File: src/rtl/heap_pkg.sv
// heap_pkg: shared definitions for the heap scheduler slice.
//   heap_op_e     - command codes exchanged with requesters and the heap
//   sched_state_e - heap_sched controller states
package heap_pkg;

  typedef enum logic [1:0] {
    NOOP = 2'd0,
    PUSH = 2'd1,
    POP  = 2'd2,
    TEST = 2'd3
  } heap_op_e;

  typedef enum logic [1:0] {
    S_IDLE  = 2'd0,
    S_ISSUE = 2'd1,
    S_WAIT  = 2'd2,
    S_DONE  = 2'd3
  } sched_state_e;

endpackage

File: src/rtl/heap_rr_arb.sv
// heap_rr_arb: 2-way round-robin grant for heap_sched.
//   clk_i, rst_ni  - clock, async active-low reset (pointer favours requester 0)
//   req_i          - asserted request bits
//   adv_i          - pulse when the granted op completes; moves pointer past adv_idx_i
//   adv_idx_i      - index of the requester that just completed
//   gnt_valid_o    - any request present
//   gnt_idx_o      - winning requester index
module heap_rr_arb (
  input  logic       clk_i,
  input  logic       rst_ni,
  input  logic [1:0] req_i,
  input  logic       adv_i,
  input  logic       adv_idx_i,
  output logic       gnt_valid_o,
  output logic       gnt_idx_o
);

  logic ptr_q;

  // The pointer names the requester with priority this round.
  always_comb begin
    gnt_valid_o = |req_i;
    gnt_idx_o   = req_i[ptr_q] ? ptr_q : ~ptr_q;
  end

  always_ff @(posedge clk_i or negedge rst_ni) begin
    if (!rst_ni) begin
      ptr_q <= 1'b0;
    end else if (adv_i) begin
      ptr_q <= ~adv_idx_i;
    end
  end

endmodule

File: src/rtl/heap_sched.sv
// heap_sched: arbitrates two requesters plus a periodic scrub TEST onto a
// single heap command port.
//   clock, reset_n         - clock, async active-low reset
//   req, op0/op1, din0/din1- requester handshake (held until ack)
//   ack, rok, rdata        - completion pulse, result-ok, popped key
//   h_cmd, h_din           - command/key to the heap (driven only in S_ISSUE)
//   h_dout, h_ready, h_full, h_empty, h_error - heap status
//   err_flag               - sticky scrub error
module heap_sched
  import heap_pkg::*;
#(
  parameter int BITS        = 2,
  parameter int WORDS       = 4,
  parameter int TEST_PERIOD = 64
) (
  input  logic            clock,
  input  logic            reset_n,
  input  logic [1:0]      req,
  input  logic [1:0]      op0,
  input  logic [1:0]      op1,
  input  logic [BITS-1:0] din0,
  input  logic [BITS-1:0] din1,
  output logic [1:0]      ack,
  output logic            rok,
  output logic [BITS-1:0] rdata,
  output logic [1:0]      h_cmd,
  output logic [BITS-1:0] h_din,
  input  logic [BITS-1:0] h_dout,
  input  logic            h_ready,
  input  logic            h_full,
  input  logic            h_empty,
  input  logic            h_error,
  output logic            err_flag
);

  if (WORDS < 1) begin : g_cfg_check
    $error("heap_sched: WORDS must be at least 1");
  end

  localparam int          CW       = (TEST_PERIOD > 1) ? $clog2(TEST_PERIOD) : 1;
  localparam logic        SCRUB_EN = (TEST_PERIOD > 0);
  localparam logic [CW-1:0] CNT_LAST = CW'((TEST_PERIOD > 0) ? TEST_PERIOD - 1 : 0);

  sched_state_e    state_q;
  heap_op_e        op_q;
  heap_op_e        h_cmd_q;
  logic [BITS-1:0] din_q, h_din_q, rdata_q;
  logic            scrub_q, idx_q;
  logic [1:0]      ack_q;
  logic            rok_q, err_q;
  logic [CW-1:0]   cnt_q, cnt_d;
  logic            pend_q, pend_set;

  logic            gnt_valid, gnt_idx;
  logic            cand_valid, cand_scrub, cand_reject;
  heap_op_e        cand_op;
  logic [BITS-1:0] cand_din;

  heap_rr_arb u_arb (
    .clk_i       (clock),
    .rst_ni      (reset_n),
    .req_i       (req),
    .adv_i       ((state_q == S_DONE) && !scrub_q),
    .adv_idx_i   (idx_q),
    .gnt_valid_o (gnt_valid),
    .gnt_idx_o   (gnt_idx)
  );

  always_comb begin
    pend_set    = SCRUB_EN && (cnt_q == CNT_LAST);
    cnt_d       = (!SCRUB_EN || pend_set) ? '0 : cnt_q + 1'b1;
    cand_valid  = pend_q || gnt_valid;
    cand_scrub  = pend_q;
    cand_op     = pend_q ? TEST : heap_op_e'(gnt_idx ? op1 : op0);
    cand_din    = pend_q ? '0 : (gnt_idx ? din1 : din0);
    cand_reject = ((cand_op == PUSH) && h_full) || ((cand_op == POP) && h_empty);
  end

  always_ff @(posedge clock or negedge reset_n) begin
    if (!reset_n) begin
      state_q <= S_IDLE;
      op_q    <= NOOP;
      din_q   <= '0;
      scrub_q <= 1'b0;
      idx_q   <= 1'b0;
      ack_q   <= '0;
      rok_q   <= 1'b0;
      rdata_q <= '0;
      h_cmd_q <= NOOP;
      h_din_q <= '0;
      err_q   <= 1'b0;
      cnt_q   <= '0;
      pend_q  <= 1'b0;
    end else begin
      cnt_q   <= cnt_d;
      ack_q   <= '0;
      rok_q   <= 1'b0;
      h_cmd_q <= NOOP;
      h_din_q <= '0;
      case (state_q)
        S_IDLE: begin
          if (h_ready && cand_valid) begin
            op_q    <= cand_op;
            din_q   <= cand_din;
            scrub_q <= cand_scrub;
            idx_q   <= gnt_idx;
            if (cand_scrub) pend_q <= 1'b0;
            // Rejects and NOOPs complete without touching the heap.
            if (cand_reject || (cand_op == NOOP)) begin
              state_q <= S_DONE;
              rok_q   <= !cand_reject;
              if (!cand_scrub) ack_q[gnt_idx] <= 1'b1;
            end else begin
              state_q <= S_ISSUE;
              h_cmd_q <= cand_op;
              h_din_q <= cand_din;
            end
          end
        end
        S_ISSUE: begin
          state_q <= S_WAIT;
          if (op_q == POP) rdata_q <= h_dout;
        end
        S_WAIT: begin
          if (h_ready) begin
            state_q <= S_DONE;
            rok_q   <= (op_q == TEST) ? !h_error : 1'b1;
            if ((op_q == TEST) && h_error) err_q <= 1'b1;
            if (!scrub_q) ack_q[idx_q] <= 1'b1;
          end
        end
        S_DONE:  state_q <= S_IDLE;
        default: state_q <= S_IDLE;
      endcase
      // An expiry coinciding with the latch of the previous TEST re-arms.
      if (pend_set) pend_q <= 1'b1;
    end
  end

  assign ack      = ack_q;
  assign rok      = rok_q;
  assign rdata    = rdata_q;
  assign h_cmd    = h_cmd_q;
  assign h_din    = h_din_q;
  assign err_flag = err_q;

endmodule

File: config.mk
export PLATFORM = sky130hd
export DESIGN_NAME = heap_sched
export DESIGN_NICKNAME = d
export VERILOG_FILES = /design/src/rtl/heap_pkg.sv /design/src/rtl/heap_rr_arb.sv /design/src/rtl/heap_sched.sv
export SDC_FILE = /design/constraint.sdc
export NUM_CORES = 1
export LEC_CHECK = 0
export CORE_ASPECT_RATIO = 1.4
export CORE_UTILIZATION = 43
export DETAILED_ROUTE_END_ITERATION = 8
export GPL_TIMING_DRIVEN = 1
export PLACE_DENSITY = 0.7
export SLEW_MARGIN = 30
export SYNTH_ARGS = -nofsm -noshare
export SYNTH_HDL_FRONTEND = slang
export SYNTH_SLANG_ARGS = --single-unit
File: constraint.sdc
create_clock -name clock -period 1.6 [get_ports clock]
set_input_delay 0.32 -clock clock [delete_from_list [all_inputs] [get_ports clock]]
set_output_delay 0.32 -clock clock [all_outputs]
set_load 0.02 [all_outputs]
==> reports/metrics.cfg <==
[run_status]
status=finished, violations left
violations=setup timing

[setup_path]
path_cells=mux2i_4 -> buf_4 -> mux2_2 -> and3_1
worstPathRequired_ns=1.82
start_kind=flip-flop
crit_buf_inv=1
criticalPathCategory=reg -> reg
crit_path_max_fanout=5
crit_family=multiplexers
critPathArrivalTime_ns=1.83
critPathCaptureType=flip-flop
crit_slowest_cell=dfrtp_1
critical-path-max-stage-delay_ns=0.44

[clock_tree]
cts_buffers=3
clk_latency_ns=0.31
clk_path_buf_depth=2
htree_levels=1
cts-hold-fix-buffers=0
clk_pin_slew_worst_paths_ns=0.13
cts_tree=done
cts_sinks=24
cts_root_buf=clkbuf_4

[logic_synthesis]
yosys.area.top_type_share_pct=53.2
yosysSeqAreaShare_pct=53.2
yosysWarnings=0
ys_top_cells_by_area=dfrtp_1 (53%), ha_1 (5.5%), mux2_2 (4.0%)
synth_fp_nets=124
syn-instance-count=101
synth.distinct_cells=32
syn_area_per_cell_um2=11.2
yosys.area.top_type=dfrtp_1
ys_ff_latch=24
synth_area_mm2=0.00113

[cells_and_area]
layout_common_cells=dfrtp_1 (24), clkdlybuf4s50_1 (16), nor2_1 (10), buf_4 (10), nand2_1 (8)
final_common_cell=dfrtp_1
num-fill-cells=187
drive_gt1_share_pct=21.3
diodes=0
design_area_mm2=0.00161
final_nets=166
syn_to_final_growth_pct=42.1

[sta]
hold_viol=0
final-setup-viol-count=2
finalMaxSlewViolations=0
tightest_slew_ns=0.306
fmax_mhz=622
hold_slack_ns=0.363
min_period_over_period_pct=100
min_period_ns=1.61
grt_setup_unrepaired=true
fin_worst_skew_ns=0.0118
setup_tns_ns=-0.0135
finalWorstSetupSlack_ns=-0.00757
slew_headroom_pct=79.2

[die]
die_h_um=62.7
std_cell_rows=21
die_w_um=45.3
start_util_pct=46.2
dieArea_mm2=0.00284
coreArea_mm2=0.00244
ios=28

[global_routing]
antenna_found_initial=0
overflow=0
track_usage_pct=19.8
grt_pass1_vias=977
grt_max_degree=25
grt_pass1_wl_um=4220

[power]
p_leak_nw=0.829
p_total_mw=2.27
p_per_area_mw_per_mm2=1410
ir_worst_vdd_v=0.000745

[placement]
gp_congestion=0.780
place_area_mm2=0.00151
dpl.hpwl_um=1940
io_buffers=27

[detailed_routing]
dr.pass1.iters=4
post-route-drc-count=0
drt_iter0_drc=16
dr_total_vias=904
ant_nets=0
viasPerCell=5.17
wire_per_inst_um=14.1
routed_wl_um=2460

[worst_hold_path]
worst_hold_path_type=in -> async

[flow_run]
maxCapViolCount=0

area by class of cell:
| cell class | instances | area, µm² | area share, % |
|---|---|---|---|
| multi-input combinational | 70 | 548 | 34.1 |
| clock buffer | 3 | 22.5 | 1.40 |
| timing repair buffer | 38 | 369 | 23.0 |
| tap | 34 | 42.5 | 2.65 |
| sequential | 24 | 601 | 37.4 |
| inverter | 6 | 22.5 | 1.40 |
sequential cells by signal, indices dropped and copies added, names as in the netlist:
signal,count
ack,2
cand_scrub,1
cnt_q,6
err_flag,1
h_cmd,2
h_din,2
idx_q,1
op_q,2
rdata,2
rok,1
scrub_q,1
state_q,2
u_arb.ptr_q,1
report_power, final:
group / switching, mW / total (mW) / internal (mW)
logic: 0.575 / 1.14 / 0.569
clock network: 0.168 / 0.256 / 0.0880
registers: 0.0956 / 0.869 / 0.773
total: 0.839 / 2.27 / 1.43
Yosys cell counts, drive strengths merged:
| library cell | n |
|---|---|
| nor2b | 3 |
| xnor2 | 1 |
| o32ai | 1 |
| ha | 5 |
| o22ai | 1 |
| o21bai | 1 |
| and3 | 2 |
| mux2i | 2 |
| o21ai | 7 |
| dfrtp | 24 |
| a21o | 1 |
| nand4 | 1 |
| a31o | 1 |
| o31ai | 4 |
| a21oi | 2 |
| mux2 | 6 |
| nand3 | 4 |
| xor2 | 2 |
| nor2 | 10 |
| a211oi | 1 |
| nand3b | 1 |
| buf | 1 |
| nand2b | 1 |
| nand2 | 9 |
| nor3 | 1 |
| a31oi | 1 |
| and2 | 1 |
| inv | 6 |
| o22a | 1 |
layer usage:
metal | share of wire [%] | vias up | wire [µm] | track usage, %
li1 | - | 432 | - | -
met1 | 39 | 446 | 951 | 23.5
met2 | 57 | 21 | 1420 | 35.3
met3 | 2.2 | 5 | 54 | 1.73
met4 | 1.7 | 0 | 41 | 6.82
met5 | 0 | - | 0 | 0
what timing repair did:
action	CTS	global route
pin swaps	1	3
setup endpoints to repair	10	20
buffers inserted	0	1
gates resized for setup	8	15
worst paths after layout:
kind / startpoint / slack, ns / cells after the start / end
max in group asynchronous: reset_n / 0.99 / 2 / state_q[0]
min: reset_n / 0.36 / 2 / h_cmd[1]
min reg2reg: cnt_q[4] / 0.48 / 1 / cnt_q[4]
max reg2reg: u_arb.ptr_q / -0.008 / 4 / h_din[1]
min in group clock: cnt_q[4] / 0.48 / 1 / cnt_q[4]
max: u_arb.ptr_q / -0.008 / 4 / h_din[1]
per-stage QoR:
step           cells  setup WS [ns]  utilization (%)
2_1_floorplan    101          0.103                -
3_3_place_gp     171         -0.311             61.9
3_5_place_dp     171         -0.392             61.9
4_1_cts          174        -0.0158             63.3
5_1_grt          175        -0.0615             65.7
6_report         175       -0.00757             65.7
cells by family (layout without fill, tap and decap cells):
group | count (synthesis) | count (layout) | share of synthesized area, %
DFF | 24 | 24 | 53.2
muxes | 8 | 8 | 9.86
AOI/OAI and AO/OA | 21 | 21 | 13.0
adders and majority gates | 5 | 5 | 5.54
and+or+nand+nor | 33 | 33 | 13.7
xor gates and xnor gates | 3 | 3 | 2.33
buffers and inverters | 7 | 47 | 2.44
No activity file was read; power rests on OpenSTA's default activity.
